$ cat config.mk
export PLATFORM = sky130hd
export DESIGN_NAME = fnd_scan_controller_flat
export DESIGN_NICKNAME = d
export VERILOG_FILES = /design/src/rtl/fnd_scan_controller_pkg.sv /design/src/rtl/fnd_scan_controller_if.sv /design/src/rtl/fnd_scan_controller_bin2bcd_seq.sv /design/src/rtl/fnd_scan_controller.sv /design/src/flat_wrapper.sv
export SDC_FILE = /design/constraint.sdc
export NUM_CORES = 1
export LEC_CHECK = 0
export BUFFER_PORTS_ARGS = -buffer_cell sky130_fd_sc_hd__buf_2
export CAP_MARGIN = 15
export CELL_PAD_IN_SITES_DETAIL_PLACEMENT = 1
export CELL_PAD_IN_SITES_GLOBAL_PLACEMENT = 1
export CORE_MARGIN = 2
export CORE_UTILIZATION = 49
export CTS_CLUSTER_DIAMETER = 120
export DETAILED_ROUTE_END_ITERATION = 10
export PLACE_DENSITY_LB_ADDON = 0.1
export SYNTH_ARGS = -nofsm -noshare
export SYNTH_HDL_FRONTEND = slang
export SYNTH_SLANG_ARGS = --single-unit
$ cat constraint.sdc
create_clock -name clk -period 3.6 [get_ports clk]
set_input_delay 0.54 -clock clk [delete_from_list [all_inputs] [get_ports clk]]
set_output_delay 0.54 -clock clk [all_outputs]
set_load 0.02 [all_outputs]
$ cat src/rtl/fnd_scan_controller_pkg.sv
// Shared constants for the FND scan controller.
//  - Segment font codes (7 LSBs of fndFont, active-low {g,f,e,d,c,b,a})
//  - Digit count and converter state encoding
//  - Helpers: segment decode and the double-dabble add-3 correction step
package fnd_scan_controller_pkg;

   localparam int DIGIT_COUNT = 4;

   localparam logic [6:0] FONT_0     = 7'h40;
   localparam logic [6:0] FONT_1     = 7'h79;
   localparam logic [6:0] FONT_2     = 7'h24;
   localparam logic [6:0] FONT_3     = 7'h30;
   localparam logic [6:0] FONT_4     = 7'h19;
   localparam logic [6:0] FONT_5     = 7'h12;
   localparam logic [6:0] FONT_6     = 7'h02;
   localparam logic [6:0] FONT_7     = 7'h78;
   localparam logic [6:0] FONT_8     = 7'h00;
   localparam logic [6:0] FONT_9     = 7'h10;
   localparam logic [6:0] FONT_BLANK = 7'h7F;

   typedef enum logic [1:0] {
      ST_IDLE  = 2'd0,
      ST_SHIFT = 2'd1,
      ST_DONE  = 2'd2
   } conv_state_e;

   // BCD digit to active-low segments; anything above 9 is shown dark.
   function automatic logic [6:0] font7(input logic [3:0] digit);
      logic [6:0] seg;
      case (digit)
         4'd0:    seg = FONT_0;
         4'd1:    seg = FONT_1;
         4'd2:    seg = FONT_2;
         4'd3:    seg = FONT_3;
         4'd4:    seg = FONT_4;
         4'd5:    seg = FONT_5;
         4'd6:    seg = FONT_6;
         4'd7:    seg = FONT_7;
         4'd8:    seg = FONT_8;
         4'd9:    seg = FONT_9;
         default: seg = FONT_BLANK;
      endcase
      return seg;
   endfunction

   // Double-dabble correction: every nibble >= 5 gets +3 before the shift.
   function automatic logic [15:0] bcd_add3(input logic [15:0] bcd);
      logic [15:0] res;
      res = bcd;
      for (int i = 0; i < 4; i++) begin
         res[i*4 +: 4] = (res[i*4 +: 4] >= 4'd5) ? (res[i*4 +: 4] + 4'd3) : res[i*4 +: 4];
      end
      return res;
   endfunction

endpackage

$ cat src/rtl/fnd_scan_controller_if.sv
// FND display bus: value/dot inputs from the counter, digit/segment outputs.
//  fndData [13:0] binary value, fndDot [3:0] active-low dp per digit,
//  fndCom  [3:0]  active-low one-hot digit select, fndFont [7:0] {dp,g..a} active-low.
//  master: the side producing data (counter / bench); slave: the scan controller.
interface fnd_scan_controller_if;
   import fnd_scan_controller_pkg::*;

   logic [13:0] fndData;
   logic [3:0]  fndDot;
   logic [3:0]  fndCom;
   logic [7:0]  fndFont;

   modport master (output fndData, output fndDot, input fndCom, input fndFont);
   modport slave  (input fndData, input fndDot, output fndCom, output fndFont);

endinterface

$ cat src/rtl/fnd_scan_controller_bin2bcd_seq.sv
// Sequential 14-bit binary to 4-digit BCD converter (double dabble).
//  clk, reset (async active-low), start (accepted only in IDLE), bin[13:0]
//  busy (not IDLE), done (1-cycle pulse while result valid), bcd[15:0]
// One load cycle, 14 add-3/shift cycles, one DONE cycle.
module bin2bcd_seq
   import fnd_scan_controller_pkg::*;
(
   input  logic        clk,
   input  logic        reset,
   input  logic        start,
   input  logic [13:0] bin,
   output logic        busy,
   output logic        done,
   output logic [15:0] bcd
);

   conv_state_e r_state;
   conv_state_e w_state_next;
   logic [13:0] r_sr;
   logic [15:0] r_bcd;
   logic [3:0]  r_cnt;
   logic [15:0] w_adj;

   assign w_adj = bcd_add3(r_bcd);

   // State register.
   always_ff @(posedge clk or negedge reset) begin
      if (!reset) begin
         r_state <= ST_IDLE;
      end else begin
         r_state <= w_state_next;
      end
   end

   // Next-state logic; the 14th shift happens on the edge leaving SHIFT.
   always_comb begin
      w_state_next = r_state;
      case (r_state)
         ST_IDLE:  w_state_next = start ? ST_SHIFT : ST_IDLE;
         ST_SHIFT: w_state_next = (r_cnt == 4'd13) ? ST_DONE : ST_SHIFT;
         ST_DONE:  w_state_next = ST_IDLE;
         default:  w_state_next = ST_IDLE;
      endcase
   end

   // Datapath: load on start, then add-3 and shift one binary bit per cycle.
   always_ff @(posedge clk or negedge reset) begin
      if (!reset) begin
         r_sr  <= 14'd0;
         r_bcd <= 16'd0;
         r_cnt <= 4'd0;
      end else begin
         case (r_state)
            ST_IDLE: begin
               if (start) begin
                  r_sr  <= bin;
                  r_bcd <= 16'd0;
                  r_cnt <= 4'd0;
               end
            end
            ST_SHIFT: begin
               r_bcd <= {w_adj[14:0], r_sr[13]};
               r_sr  <= {r_sr[12:0], 1'b0};
               r_cnt <= r_cnt + 4'd1;
            end
            default: begin
               r_cnt <= r_cnt;
            end
         endcase
      end
   end

   assign busy = (r_state != ST_IDLE);
   assign done = (r_state == ST_DONE);
   assign bcd  = r_bcd;

endmodule

$ cat src/rtl/fnd_scan_controller.sv
// 4-digit common-anode FND scan controller.
//  clk, reset (async active-low); fnd (slave modport): fndData/fndDot in, fndCom/fndFont out.
// A frame is idx 0..3. Inputs are captured on the tick 2->3 and converted to BCD;
// the result becomes visible on the tick 3->0, so a frame never mixes two samples.
// Optional feature macro: LEADING_ZERO_BLANK_EN (dark leading zeros, ones digit always lit).
module fnd_scan_controller
   import fnd_scan_controller_pkg::*;
#(
   parameter int CLK_HZ   = 100_000_000,
   parameter int SCAN_HZ  = 1000,
   parameter int DATA_MAX = 9999
) (
   input logic                clk,
   input logic                reset,
   fnd_scan_controller_if.slave fnd
);

   localparam int DIV   = CLK_HZ / SCAN_HZ;
   localparam int DIV_W = $clog2(DIV);

   // The converter needs 16 cycles between capture and commit.
   if (DIV < 17) begin : g_div_check
      $error("fnd_scan_controller: CLK_HZ/SCAN_HZ must be at least 17");
   end

   logic [DIV_W-1:0] r_div;
   logic [1:0]       r_idx;
   logic [13:0]      r_shadow_bin;
   logic [3:0]       r_shadow_dot;
   logic             r_start;
   logic [15:0]      r_pend_bcd;
   logic [3:0]       r_pend_dot;
   logic [15:0]      r_disp_bcd;
   logic [3:0]       r_disp_dot;
   logic [3:0]       r_com;
   logic [7:0]       r_font;

   logic             w_tick;
   logic [1:0]       w_idx_next;
   logic             w_capture;
   logic             w_commit;
   logic [13:0]      w_sat;
   logic             w_busy;
   logic             w_done;
   logic [15:0]      w_bcd;
   logic [15:0]      w_src_bcd;
   logic [3:0]       w_src_dot;
   logic [3:0]       w_src_blank;
   logic [3:0]       w_digit;
   logic [6:0]       w_seg;

   assign w_tick     = (r_div == DIV_W'(DIV - 1));
   assign w_idx_next = r_idx + 2'd1;
   assign w_capture  = w_tick && (r_idx == 2'd2);
   assign w_commit   = w_tick && (r_idx == 2'd3);
   assign w_sat      = ({18'd0, fnd.fndData} > 32'(DATA_MAX)) ? 14'(DATA_MAX) : fnd.fndData;

   bin2bcd_seq u_bin2bcd (
      .clk   (clk),
      .reset (reset),
      .start (r_start & ~w_busy),
      .bin   (r_shadow_bin),
      .busy  (w_busy),
      .done  (w_done),
      .bcd   (w_bcd)
   );

`ifdef LEADING_ZERO_BLANK_EN
   logic [3:0] r_blank;
   logic [3:0] w_lz_mask;

   // Leading-zero mask of the frame about to be committed; digit 0 never blanks.
   always_comb begin
      w_lz_mask    = 4'b0000;
      w_lz_mask[3] = (r_pend_bcd[15:12] == 4'd0);
      w_lz_mask[2] = w_lz_mask[3] && (r_pend_bcd[11:8] == 4'd0);
      w_lz_mask[1] = w_lz_mask[2] && (r_pend_bcd[7:4] == 4'd0);
   end

   // Blank mask follows the displayed frame; reset shows a lone "0".
   always_ff @(posedge clk or negedge reset) begin
      if (!reset) begin
         r_blank <= 4'b1110;
      end else if (w_commit) begin
         r_blank <= w_lz_mask;
      end else begin
         r_blank <= r_blank;
      end
   end

   assign w_src_blank = w_commit ? w_lz_mask : r_blank;
`else
   assign w_src_blank = 4'b0000;
`endif

   // Digit shown after this tick: on commit the new frame is already the source.
   always_comb begin
      w_src_bcd = w_commit ? r_pend_bcd : r_disp_bcd;
      w_src_dot = w_commit ? r_pend_dot : r_disp_dot;
      w_digit   = 4'd0;
      case (w_idx_next)
         2'd0:    w_digit = w_src_bcd[3:0];
         2'd1:    w_digit = w_src_bcd[7:4];
         2'd2:    w_digit = w_src_bcd[11:8];
         2'd3:    w_digit = w_src_bcd[15:12];
         default: w_digit = 4'd0;
      endcase
      w_seg = w_src_blank[w_idx_next] ? FONT_BLANK : font7(w_digit);
   end

   // Scan divider, digit index and registered display outputs.
   always_ff @(posedge clk or negedge reset) begin
      if (!reset) begin
         r_div  <= '0;
         r_idx  <= 2'd0;
         r_com  <= 4'b1110;
         r_font <= 8'hC0;
      end else if (w_tick) begin
         r_div  <= '0;
         r_idx  <= w_idx_next;
         r_com  <= ~(4'b0001 << w_idx_next);
         r_font <= {w_src_dot[w_idx_next], w_seg};
      end else begin
         r_div  <= r_div + DIV_W'(1);
      end
   end

   // Input capture into shadow regs; the converter starts the following cycle.
   always_ff @(posedge clk or negedge reset) begin
      if (!reset) begin
         r_shadow_bin <= 14'd0;
         r_shadow_dot <= 4'b1111;
         r_start      <= 1'b0;
      end else if (w_capture) begin
         r_shadow_bin <= w_sat;
         r_shadow_dot <= fnd.fndDot;
         r_start      <= 1'b1;
      end else begin
         r_start      <= 1'b0;
      end
   end

   // Pending frame (converter result) and displayed frame.
   always_ff @(posedge clk or negedge reset) begin
      if (!reset) begin
         r_pend_bcd <= 16'd0;
         r_pend_dot <= 4'b1111;
         r_disp_bcd <= 16'd0;
         r_disp_dot <= 4'b1111;
      end else begin
         if (w_done) begin
            r_pend_bcd <= w_bcd;
            r_pend_dot <= r_shadow_dot;
         end
         if (w_commit) begin
            r_disp_bcd <= r_pend_bcd;
            r_disp_dot <= r_pend_dot;
         end
      end
   end

   assign fnd.fndCom  = r_com;
   assign fnd.fndFont = r_font;

endmodule

$ cat src/flat_wrapper.sv
// flat-port wrapper written by rule: the top's interface ports become plain ports
module fnd_scan_controller_flat import fnd_scan_controller_pkg::*;
#(
   parameter int CLK_HZ   = 100_000_000,
   parameter int SCAN_HZ  = 1000,
   parameter int DATA_MAX = 9999
)
  (clk, reset, fnd_fndData, fnd_fndDot, fnd_fndCom, fnd_fndFont);
  fnd_scan_controller_if fnd_i ();
  input logic clk;
  input logic reset;
  input wire logic [$bits(fnd_i.fndData)-1:0] fnd_fndData;
  input wire logic [$bits(fnd_i.fndDot)-1:0] fnd_fndDot;
  output wire logic [$bits(fnd_i.fndCom)-1:0] fnd_fndCom;
  output wire logic [$bits(fnd_i.fndFont)-1:0] fnd_fndFont;
  assign fnd_i.fndData = fnd_fndData;
  assign fnd_i.fndDot = fnd_fndDot;
  assign fnd_fndCom = fnd_i.fndCom;
  assign fnd_fndFont = fnd_i.fndFont;
  fnd_scan_controller #(.CLK_HZ(CLK_HZ), .SCAN_HZ(SCAN_HZ), .DATA_MAX(DATA_MAX)) u_core (.clk(clk), .reset(reset), .fnd(fnd_i));
endmodule
==> results of run 1 <==
==> cell families after synthesis <==
group | synth area share [%]
simple gates | 15.7
compound gates | 14.9
flops | 52.5
buf+inv | 3.35
mux | 6.02
xor+xnor | 3.18
fa+ha+maj | 4.34
==> worst reg2reg max path, stage by stage (launching register included) <==
cell      delay [ns]
dfrtp_1         0.40
ha_1            0.26
and4_1          0.33
and4_2          0.44
a21oi_2         0.09
a311o_1         0.33
o31a_1          0.34
inv_1           0.14
ha_1            0.19
a21oi_1         0.05
a221oi_1        0.28
o31ai_1         0.12
==> area by class of cell <==
class,count,area (um^2),share of cell area (%)
clock inverter,11,91.3,1.32
clock buffer,21,470,6.82
timing repair buffer,38,223,3.23
sequential,126,3170,46.0
tap,147,184,2.67
multi-input combinational,411,2670,38.8
inverter,22,82.6,1.20
==> layer usage <==
metal	global-route usage (%)	part of all wire [%]	vias up
met5	0	0	-
met4	7.87	1.8	0
met3	5.27	2.4	22
met2	40.2	51	49
met1	29.8	45	2232
li1	-	-	2117
==> worst min-delay path by stage <==
stage | from | cells after the start | to | slack (ns)
6_report | reset | 1 | u_core.fnd.fndFont[1] | 0.15
5_1_grt | reset | 1 | u_core.fnd.fndFont[1] | 0.20
4_1_cts | reset | 1 | u_core.fnd.fndFont[1] | 0.18
3_5_place_dp | u_core.r_shadow_dot[3] | 2 | u_core.r_shadow_dot[3] | 0.45
3_3_place_gp | u_core.r_shadow_dot[1] | 2 | u_core.r_shadow_dot[1] | 0.45
2_1_floorplan | reset | 0 | u_core.fnd.fndCom[0] | 0.24
==> registers in the layout (all words and copies together) (netlist names) <==
| signal | count |
|---|---|
| u_core.fnd.fndCom | 4 |
| u_core.fnd.fndFont | 8 |
| u_core.r_disp_bcd | 16 |
| u_core.r_disp_dot | 4 |
| u_core.r_div | 17 |
| u_core.r_idx | 2 |
| u_core.r_pend_bcd | 16 |
| u_core.r_pend_dot | 4 |
| u_core.r_shadow_bin | 14 |
| u_core.r_shadow_dot | 4 |
| u_core.r_start | 1 |
| u_core.u_bin2bcd.bcd | 16 |
| u_core.u_bin2bcd.r_cnt | 4 |
| u_core.u_bin2bcd.r_sr | 14 |
| u_core.u_bin2bcd.r_state | 2 |
==> power groups by stage <==
stage / Sequential [W] / Clock [W] / Combinational [W]
detailed placement: 0.00144 / 0 / 0.0000465
finish: 0.00142 / 0.00162 / 0.0000442
global placement: 0.00144 / 0 / 0.0000451
floorplan: 0.00144 / 0 / 0.00000188
CTS: 0.00142 / 0.00166 / 0.0000466
global route: 0.00142 / 0.00171 / 0.0000509
==> synthesized netlist by cell type (all sizes together), types with 2 or more instances <==
library cell	count	area, um^2
a21boi	2	15.0
inv	22	82.6
clkbuf	18	67.6
a311o	2	20.0
and4	2	18.8
xor2	11	96.3
xnor2	11	96.3
nor2b	19	119
ha	21	263
a21o	2	15.0
buf	8	52.6
a21oi	37	189
o31a	2	17.5
nor2	21	81.3
nand3b	3	22.5
nor3	7	35.0
nand2	92	345
nand3	24	125
nor4	2	27.5
and3	7	43.8
nand2b	5	31.3
a22o	7	61.3
mux2	29	334
a22oi	13	97.6
dfrtp	109	2730
o21ai	44	220
o31ai	6	45.0
mux2i	3	30.0
nand4	8	56.3
o211ai	5	42.5
o22a	7	61.3
dfstp	17	447
a31oi	5	31.3
==> layout by cell type, fill, tap and decap left out, types with 4 or more instances in the layout <==
cell type and count:
a21oi_1 36, a22o_1 7, a22oi_1 13, a31oi_1 5, and3_1 7, buf_2 30
buf_4 7, clkbuf_16 17, clkinv_2 6, dfrtp_1 109, dfstp_2 17, ha_1 21
inv_1 22, mux2_2 27, nand2_1 92, nand2b_1 5, nand3_1 23, nand4_1 7
nor2_1 20, nor2b_1 19, nor3_1 7, o211ai_1 4, o21ai_0 44, o22a_1 7
o31ai_1 6, xnor2_1 11, xor2_1 11
==> through the flow <==
stage | setup WS [ns] | cell area [um^2] | total power (W)
after global routing | 0.325 | 6900 | 0.00318
after floorplan | 0.933 | 6050 | 0.00144
after detailed placement | 0.545 | 6340 | 0.00149
after CTS | 0.511 | 6900 | 0.00312
final | 0.510 | 6900 | 0.00308
after global placement | 0.722 | 6340 | 0.00149
==> summary.md, run 1 <==
| Metric | Value |
|---|---|
| ANT cells | `0` |
| CTS Root Cell | `clkbuf_16` |
| CP required | `between 3 and 4 ns` |
| CP top delay family | `compound AO/OA/AOI/OAI gates` |
| Vias in the first global route | `4779` |
| H-tree levels | `4` |
| Most used DFF post-synth | `dfrtp_1` |
| Crit share post-route | `between 80% and 90%` |
| Status | `completed` |
| Worst Setup SP | `u_core.r_div[0]` |
| FF-to-FF End | `u_core.fnd.fndFont[4]` |
| Number of fill cells | `around 1300` |
| Worst hold path type | `primary input to async pin` |
| Fin crit period | `just over 3 ns` |
| Clock tree buffer depth | `2` |
| Sw Share | `21.3%` |
| Hold Fails Final Rpt | `0` |
| Max-cap viol count | `0` |
| Post-CTS setup buffer count | `0` |
| P&R area growth vs syn | `14.0%` |
| Yosys reg bits | `126` |
| PwrDens | `447 mW/mm^2` |
| WP depth | `11` |
| HPWL Detailed | `9650 um` |
| Final ANT Viol Nets | `0` |
| Ys Warns | `0` |
| Final core occ | `a little under three fifths` |
| Worst setup path end | `u_core.fnd.fndFont[4]` |
| Register area share after synthesis | `52.5%` |
| RR Startpoint | `u_core.r_div[0]` |
| R2r worst-path depth | `11` |
| Ys async rst share | `100%` |
| Clock latency on the worst-skew pair | `approximately 0.42 ns` |
| Post-CTS sizing | `0` |
| DR vias/cell | `5.70` |
| Number of nets in the layout | `657` |
| Antenna violations before repair | `0` |
| Fraction of final layout cells sized beyond drive strength 1 | `19.7%` |
| Pre-antenna DRT Iters | `4` |
| Drt drc | `0` |
| Clk_skew | `approximately 0.0055 ns` |
| Cell Area, Synth | `a little over 0.006 mm^2` |
| RSZ-0062 raised after global routing | `false` |
| First-pass GRT wire length | `~24000 um` |
| Worst Tran Pin Value | `approximately 0.97 ns` |
| Average cell area after synthesis | `10.3 um^2` |
| Overall fraction of global-route tracks in use | `a little under a quarter` |
| Non-Filler Instances | `776` |
| Die Height | `115 um` |
| Die extent in x | `115 um` |
| Initial DRC count | `300` |
| Core ar. | `0.0120 mm^2` |
| Routability cong. | `0.838` |
| Critical path class | `register to register` |
| Hold_buf cts | `0` |
| CTS tree | `yes` |
| Io pins | `32` |
| Die footprint | `0.0133 mm^2` |
| Buf/Inv on CP | `1` |
| Synth cell types | `58` |
| DR vias | `about 4400` |
| Critical-path top delay cell | `and4_2` |
| I/O Buffers | `31` |
| Critical path's largest stage delay | `between 0.4 and 0.5 ns` |
| CP Capture Type | `register` |
| Setup TNS | `0 ns` |
| Post-synth EDFFs | `0` |
| Final setup vio count | `0` |
| # clock sinks | `126` |
| DRT Wirelength | `14200 um` |
| Drt wl/cell | `18.3 um` |
| Worst EP arrival | `3.36 ns` |
| Pleak | `between 3 and 4 nW` |
| CP cell instances | `ha_1 > and4_1 > and4_2 > a21oi_2 > a311o_1 > o31a_1 > inv_1 > ha_1 > a21oi_1 > a221oi_1 > o31ai_1` |
| Switching power total | `0.000658 W` |
| Syn Inst Count | `585` |
| Sequential share of power | `46.0%` |
| Cell mode on critical path | `ha_1` |
| Worst reg2reg setup slack | `0.51 ns` |
| Crit Path Max Fanout | `13` |
| Int Power | `0.00242 W` |
| Total grt overflow | `0` |
| Placed cells | `744` |
| Rel. slew slack | `35.2%` |
| CP Launch Type | `register` |
| Clock power frac | `52.6%` |
| Fin Hold WS | `approximately 0.15 ns` |
| VDD IR-drop max | `0.336 mV` |
| # rows | `40` |
| Combinational power share | `about 1.4%` |
| Post-synth net total | `626` |
| CTS Buf Count | `17` |
| CTS clk-pin slew, worst paths | `0.05 ns` |
| Final Max Tran Viols | `0` |
| Initial Util | `just over 50%` |
| Fmax | `roughly 320 MHz` |
| Largest net degree at the start of global routing | `75` |
(Power assumes the default switching activity.)
==> inputs of run 2 (changes only) <==
--- a/config.mk
+++ b/config.mk
@@ -13,7 +13,7 @@
 export CORE_UTILIZATION = 49
 export CTS_CLUSTER_DIAMETER = 120
 export DETAILED_ROUTE_END_ITERATION = 10
-export PLACE_DENSITY_LB_ADDON = 0.1
+export PLACE_DENSITY = 0.79
 export SYNTH_ARGS = -nofsm -noshare
 export SYNTH_HDL_FRONTEND = slang
 export SYNTH_SLANG_ARGS = --single-unit
==> run 2 against run 1 <==
Effect of this change: die area is the same; via count up 2.2%; register-to-register slack better by 0.03 ns; global-route usage is 1.0 points higher; sequential share of layout area shrank 0.67 points; first-iteration DRC count decreased by 32%; largest cell class unchanged; largest power group unchanged.
==> summary.md, run 2 (same netlist as run 1, synthesis figures left out) <==
| Metric | Value |
|---|---|
| Status | `completed` |
| Number of nets in the layout | `657` |
| Die extent in x | `115 um` |
| Post-route cell area | `0.00700 mm^2` |
| Pre-CTS WS | `between 0.5 and 0.6 ns` |
| ANT cells | `0` |
| Placed cells | `744` |
| # rows | `40` |
| HPWL Detailed | `9750 um` |
| Critical path class | `register to register` |
| Final ANT Viol Nets | `0` |
| Hold_buf cts | `0` |
| Vias in the first global route | `4951` |
| Largest net degree at the start of global routing | `66` |
| CTS Buf Count | `17` |
| Max-cap viol count | `0` |
| Setup TNS | `0 ns` |
| Crit share post-route | `between 80% and 90%` |
| CTS tree | `yes` |
| CP required | `3.88 ns` |
| Post-DP Area | `0.00634 mm^2` |
| Antenna violations before repair | `0` |
| Area occupied by multi-input gates | `0.00267 mm^2` |
| VDD IR-drop max | `~0.34 mV` |
| Clock latency on the worst-skew pair | `0.43 ns` |
| CP Capture Type | `register` |
| DRT Wirelength | `14800 um` |
| Most frequent cells in the layout | `109 x dfrtp_1, 92 x nand2_1, 44 x o21ai_0` |
| Commonest non-fill, non-tap cell in the layout | `dfrtp_1` |
| Crit Path Max Fanout | `13` |
| P&R area growth vs syn | `15.7%` |
| Max reg flops | `17` |
| Final setup vio count | `0` |
| I/O Buffers | `31` |
| CP Launch Type | `register` |
| CTS clk-pin slew, worst paths | `0.05 ns` |
| CTS Root Cell | `clkbuf_16` |
| Rel. slew slack | `between 30 and 40%` |
| Worst EP arrival | `~3.3 ns` |
| Fmax | `between 300 and 400 MHz` |
| RSZ-0062 raised after global routing | `false` |
| PwrDens | `around 480 mW/mm^2` |
| Worst Tran Pin Value | `slightly above 1 ns` |
| DR vias | `4518` |
| Fraction of final layout cells sized beyond drive strength 1 | `19.9%` |
| Number of fill cells | `1305` |
| # clock sinks | `126` |
| Post-CTS setup buffer count | `0` |
| Pleak | `3.33 nW` |
| Drt drc | `0` |
| Clock tree buffer depth | `2` |
| Final Max Tran Viols | `0` |
| Fin worst setup slack | `roughly 0.54 ns` |
| DR vias/cell | `between 5 and 6` |
| Overall fraction of global-route tracks in use | `24.6%` |
| Drt wl/cell | `19.1 um` |
| Hold Fails Final Rpt | `0` |
| Worst hold path type | `primary input to async pin` |
| Clk_skew | `0.00998 ns` |
| Core ar. | `approximately 0.012 mm^2` |
| Routability cong. | `0.822` |
| Most flop-heavy register | `u_core.r_div` |
| Non-Filler Instances | `776` |
| Total grt overflow | `0` |
| H-tree levels | `4` |
| Io pins | `32` |
| Pre-antenna DRT Iters | `4` |
| Initial Util | `roughly 50%` |
| Initial DRC count | `approximately 200` |
| Final core occ | `58.3%` |
| Die footprint | `around 0.013 mm^2` |
| Reg area | `0.00317 mm^2` |
| Fin crit period | `3.06 ns` |
| Post-CTS sizing | `0` |
| Die Height | `115 um` |
| First-pass GRT wire length | `25000 um` |
[run 2: cell count changes in the layout (fill, tap and decap cells not counted), sizes merged]
cell,before,now
clkinv,7,4
clkinvlp,3,2
clkbuf,21,19
bufinv,1,5
inv,22,24
[run 2: report_power, final]
group,leakage (nW),internal [W],switching [W]
logic,1.34,0.0000111,0.0000335
registers,1.67,0.00142,0
clock network,0.320,0.00127,0.000657
total,3.33,0.00270,0.000690
[run 2: area by class of cell]
cell class	instances	share of cell area (%)
timing repair buffer	38	3.18
sequential	126	45.3
tap	147	2.63
multi-input combinational	411	38.2
clock buffer	19	6.47
clock inverter	13	3.00
inverter	22	1.18
[run 2: worst max-delay path, cell delays in order, from the launching register on]
cell	delay, ns
dfrtp_1	0.39
ha_1	0.23
and4_1	0.32
and4_2	0.44
a21oi_2	0.08
a311o_1	0.33
o31a_1	0.34
inv_1	0.15
ha_1	0.19
a21oi_1	0.05
a221oi_1	0.28
o31ai_1	0.12
[run 2: layer usage]
metal / vias up / global-route usage [%] / part of all wire, %
met3: 24 / 4.96 / 2.4
met5: - / 0 / 0
met2: 59 / 42.3 / 51
li1: 2116 / - / -
met1: 2319 / 30.5 / 45
met4: 0 / 9.88 / 1.7
[run 2: final timing paths]
kind	cells past startpoint	startpoint	slack, ns	to
max in group asynchronous	2	reset	2.56	u_core.u_bin2bcd.r_sr[3]
min in group clk	3	fnd_fndDot[3]	0.30	u_core.r_shadow_dot[3]
setup / recovery	11	u_core.r_div[0]	0.54	u_core.fnd.fndFont[4]
hold / removal	1	reset	0.23	u_core.fnd.fndFont[1]
setup reg to reg	11	u_core.r_div[0]	0.54	u_core.fnd.fndFont[4]
hold reg to reg	2	u_core.r_shadow_dot[2]	0.45	u_core.r_shadow_dot[2]
[run 2: per-stage QoR]
stage	power, W	hold slack (ns)
after floorplan	0.00144	0.244
after global placement	0.00149	0.446
after detailed placement	0.00149	0.447
after CTS	0.00342	0.242
after global routing	0.00348	0.285
final	0.00339	0.227
==> inputs of run 3 (changes only) <==
--- a/config.mk
+++ b/config.mk
@@ -10,10 +10,10 @@
 export CELL_PAD_IN_SITES_DETAIL_PLACEMENT = 1
 export CELL_PAD_IN_SITES_GLOBAL_PLACEMENT = 1
 export CORE_MARGIN = 2
-export CORE_UTILIZATION = 49
+export CORE_UTILIZATION = 44
 export CTS_CLUSTER_DIAMETER = 120
 export DETAILED_ROUTE_END_ITERATION = 10
-export PLACE_DENSITY = 0.79
+export PLACE_DENSITY = 0.75
 export SYNTH_ARGS = -nofsm -noshare
 export SYNTH_HDL_FRONTEND = slang
 export SYNTH_SLANG_ARGS = --single-unit
==> constraint.sdc (replaced) <==
create_clock -name clk -period 2.78 [get_ports clk]
set_input_delay 0.417 -clock clk [delete_from_list [all_inputs] [get_ports clk]]
set_output_delay 0.417 -clock clk [all_outputs]
set_load 0.02 [all_outputs]
==> run 3 against run 2 <==
Effect of this change: combinational power grew 31%; sequential power grew 30%; global-route usage shrank 2.4 points; worst setup slack lost 0.44 ns; critical path depth shrank 2; final area grew 2.7%; flip-flop and latch count is the same; the flow now finishes with violations (negative hold slack); maximum frequency grew 14%; highest routed layer unchanged; clock-buffer cell count grew 3; sequential share of layout area shrank 1.2 points.
==> summary.md, run 3 (same netlist as run 1, synthesis figures left out) <==
| Metric | Value |
|---|---|
| Status | `finished, violations left` |
| Failing checks | `negative hold slack` |
| Final core occ | `53.8%` |
| CTS tree | `yes` |
| Commonest non-fill, non-tap cell in the layout | `dfrtp_1` |
| Drt wl/cell | `approximately 18 um` |
| Pleak | `about 3.4 nW` |
| Combinational power share | `1.4%` |
| Pre-antenna DRT Iters | `4` |
| Die footprint | `0.0147 mm^2` |
| Buf/Inv on CP | `2` |
| Clock latency on the worst-skew pair | `0.42 ns` |
| Fin crit period | `2.68 ns` |
| Switching power total | `0.000855 W` |
| Worst reg2reg setup slack | `0.1 ns` |
| FF-to-FF End | `u_core.fnd.fndFont[6]` |
| Vias in the first global route | `5052` |
| Number of nets in the layout | `680` |
| Setup TNS | `0 ns` |
| Die extent in x | `~120 um` |
| Int Power | `0.00331 W` |
| Drt drc | `0` |
| VDD IR-drop max | `0.383 mV` |
| CTS Root Cell | `clkbuf_16` |
| Initial DRC count | `299` |
| H-tree levels | `4` |
| DR vias | `4652` |
| CP required | `3.11 ns` |
| HPWL Detailed | `10200 um` |
| CTS Buf Count | `17` |
| CP Launch Type | `register` |
| Hold_buf cts | `0` |
| PwrDens | `579 mW/mm^2` |
| I/O Buffers | `31` |
| Hold Fails Final Rpt | `2` |
| CTS clk-pin slew, worst paths | `0.06 ns` |
| Die Height | `121 um` |
| Crit share post-route | `a little over nine tenths` |
| Post-DP Area | `roughly 0.0065 mm^2` |
| Placed cells | `789` |
| Worst hold path type | `primary input to async pin` |
| Initial Util | `45.3%` |
| Total grt overflow | `0` |
| DR vias/cell | `approximately 5.6` |
| Final Max Tran Viols | `0` |
| Largest net degree at the start of global routing | `between 70 and 80` |
| Post-route cell area | `0.00719 mm^2` |
| Sw Share | `20.5%` |
| Max-cap viol count | `0` |
| Fraction of final layout cells sized beyond drive strength 1 | `between 20% and 30%` |
| Critical path class | `register to register` |
| Worst Tran Pin Value | `0.705 ns` |
| # clock sinks | `about 130` |
| Rel. slew slack | `between 50 and 60%` |
| Non-Filler Instances | `827` |
| Io pins | `32` |
| RR Startpoint | `u_core.r_div[14]` |
| Critical path's largest stage delay | `0.43 ns` |
| Core ar. | `0.0133 mm^2` |
| Met1 usage | `26.9%` |
| Max reg flops | `17` |
| CP Capture Type | `register` |
| Gr busiest metal | `met2` |
| R2r worst-path depth | `9` |
| Cell mode on critical path | `buf_4` |
| Met2 Use GR | `37.9%` |
| Tot Pwr | `approximately 0.0042 W` |
| Antenna violations before repair | `0` |
| Overall fraction of global-route tracks in use | `22.1%` |
| CP cell instances | `nor4_4 > buf_4 > buf_4 > and4_2 > nand3_1 > a21oi_1 > o31a_1 > mux2_2 > o211ai_1` |
| ANT cells | `0` |
| Clock power frac | `between 50% and 60%` |
| Critical-path top delay cell | `dfrtp_2` |
| Routability cong. | `0.818` |
| GRT met3 Usage | `5.03%` |
| Fin Hold WS | `-0.00298 ns` |
| Crit Path Max Fanout | `6` |
| Worst EP arrival | `roughly 3.0 ns` |
| Clock tree buffer depth | `2` |
| Most flop-heavy register | `u_core.r_div` |
| Sequential share of power | `44.1%` |
| P&R area growth vs syn | `18.8%` |
| DRT Wirelength | `15200 um` |
| Final ANT Viol Nets | `0` |
| Most frequent cells in the layout | `108 x dfrtp_1, 92 x nand2_1, 43 x o21ai_0` |
| # rows | `42` |
| Number of fill cells | `1485` |
| First-pass GRT wire length | `25300 um` |
| Final setup vio count | `0` |
| Clk_skew | `between 0.008 and 0.009 ns` |
| CP top delay family | `compound AO/OA/AOI/OAI gates` |
| Fmax | `approximately 370 MHz` |
==> run 3: stage by stage <==
stage / hold slack [ns] / setup WS, ns
6_report: -0.00298 / 0.0999
5_1_grt: 0.0260 / -0.0122
4_1_cts: 0.00618 / 0.0350
3_5_place_dp: 0.447 / -0.0120
3_3_place_gp: 0.443 / 0.118
2_1_floorplan: 0.121 / 0.113
==> run 3: worst max-delay path by stage <==
stage	startpoint	end	slack, ns	cells after the start
global route	u_core.r_div[14]	u_core.fnd.fndFont[2]	-0.01	9
detailed placement	u_core.r_div[0]	u_core.fnd.fndFont[6]	-0.01	12
CTS	u_core.r_div[11]	u_core.fnd.fndFont[6]	0.04	10
floorplan	u_core.r_div[0]	u_core.fnd.fndFont[4]	0.11	12
global placement	u_core.r_div[0]	u_core.fnd.fndFont[4]	0.12	11
finish	u_core.r_div[14]	u_core.fnd.fndFont[6]	0.1	9
==> run 3: power groups by stage <==
stage / combinational, W / sequential [W] / clock (W)
final: 0.0000585 / 0.00184 / 0.00227
after global routing: 0.0000677 / 0.00184 / 0.00239
after CTS: 0.0000617 / 0.00184 / 0.00231
after detailed placement: 0.0000619 / 0.00187 / 0
after global placement: 0.0000602 / 0.00187 / 0
after floorplan: 0.00000244 / 0.00187 / 0
==> run 3: layer usage <==
layer	wire length, um	part of all wire [%]	vias up
li1	-	-	2167
met1	6710	44	2375
met2	7730	51	84
met3	424	2.8	26
met4	295	1.9	0
met5	0	0	-
==> run 3: final cells by class <==
class,instances,area [um^2],area share [%]
Timing Repair Buffer,60,388,5.40
Multi-Input combinational cell,412,2720,37.9
Clock buffer,22,464,6.46
Tap cell,176,220,3.06
Sequential cell,126,3180,44.2
Inverter,22,82.6,1.15
Clock inverter,9,135,1.88
==> run 3: timing repair <==
item	CTS	global route
gates resized for setup	4	11
buffers inserted	0	6
pin swaps	0	4
endpoints found under the setup margin	4	7
cloned	0	1
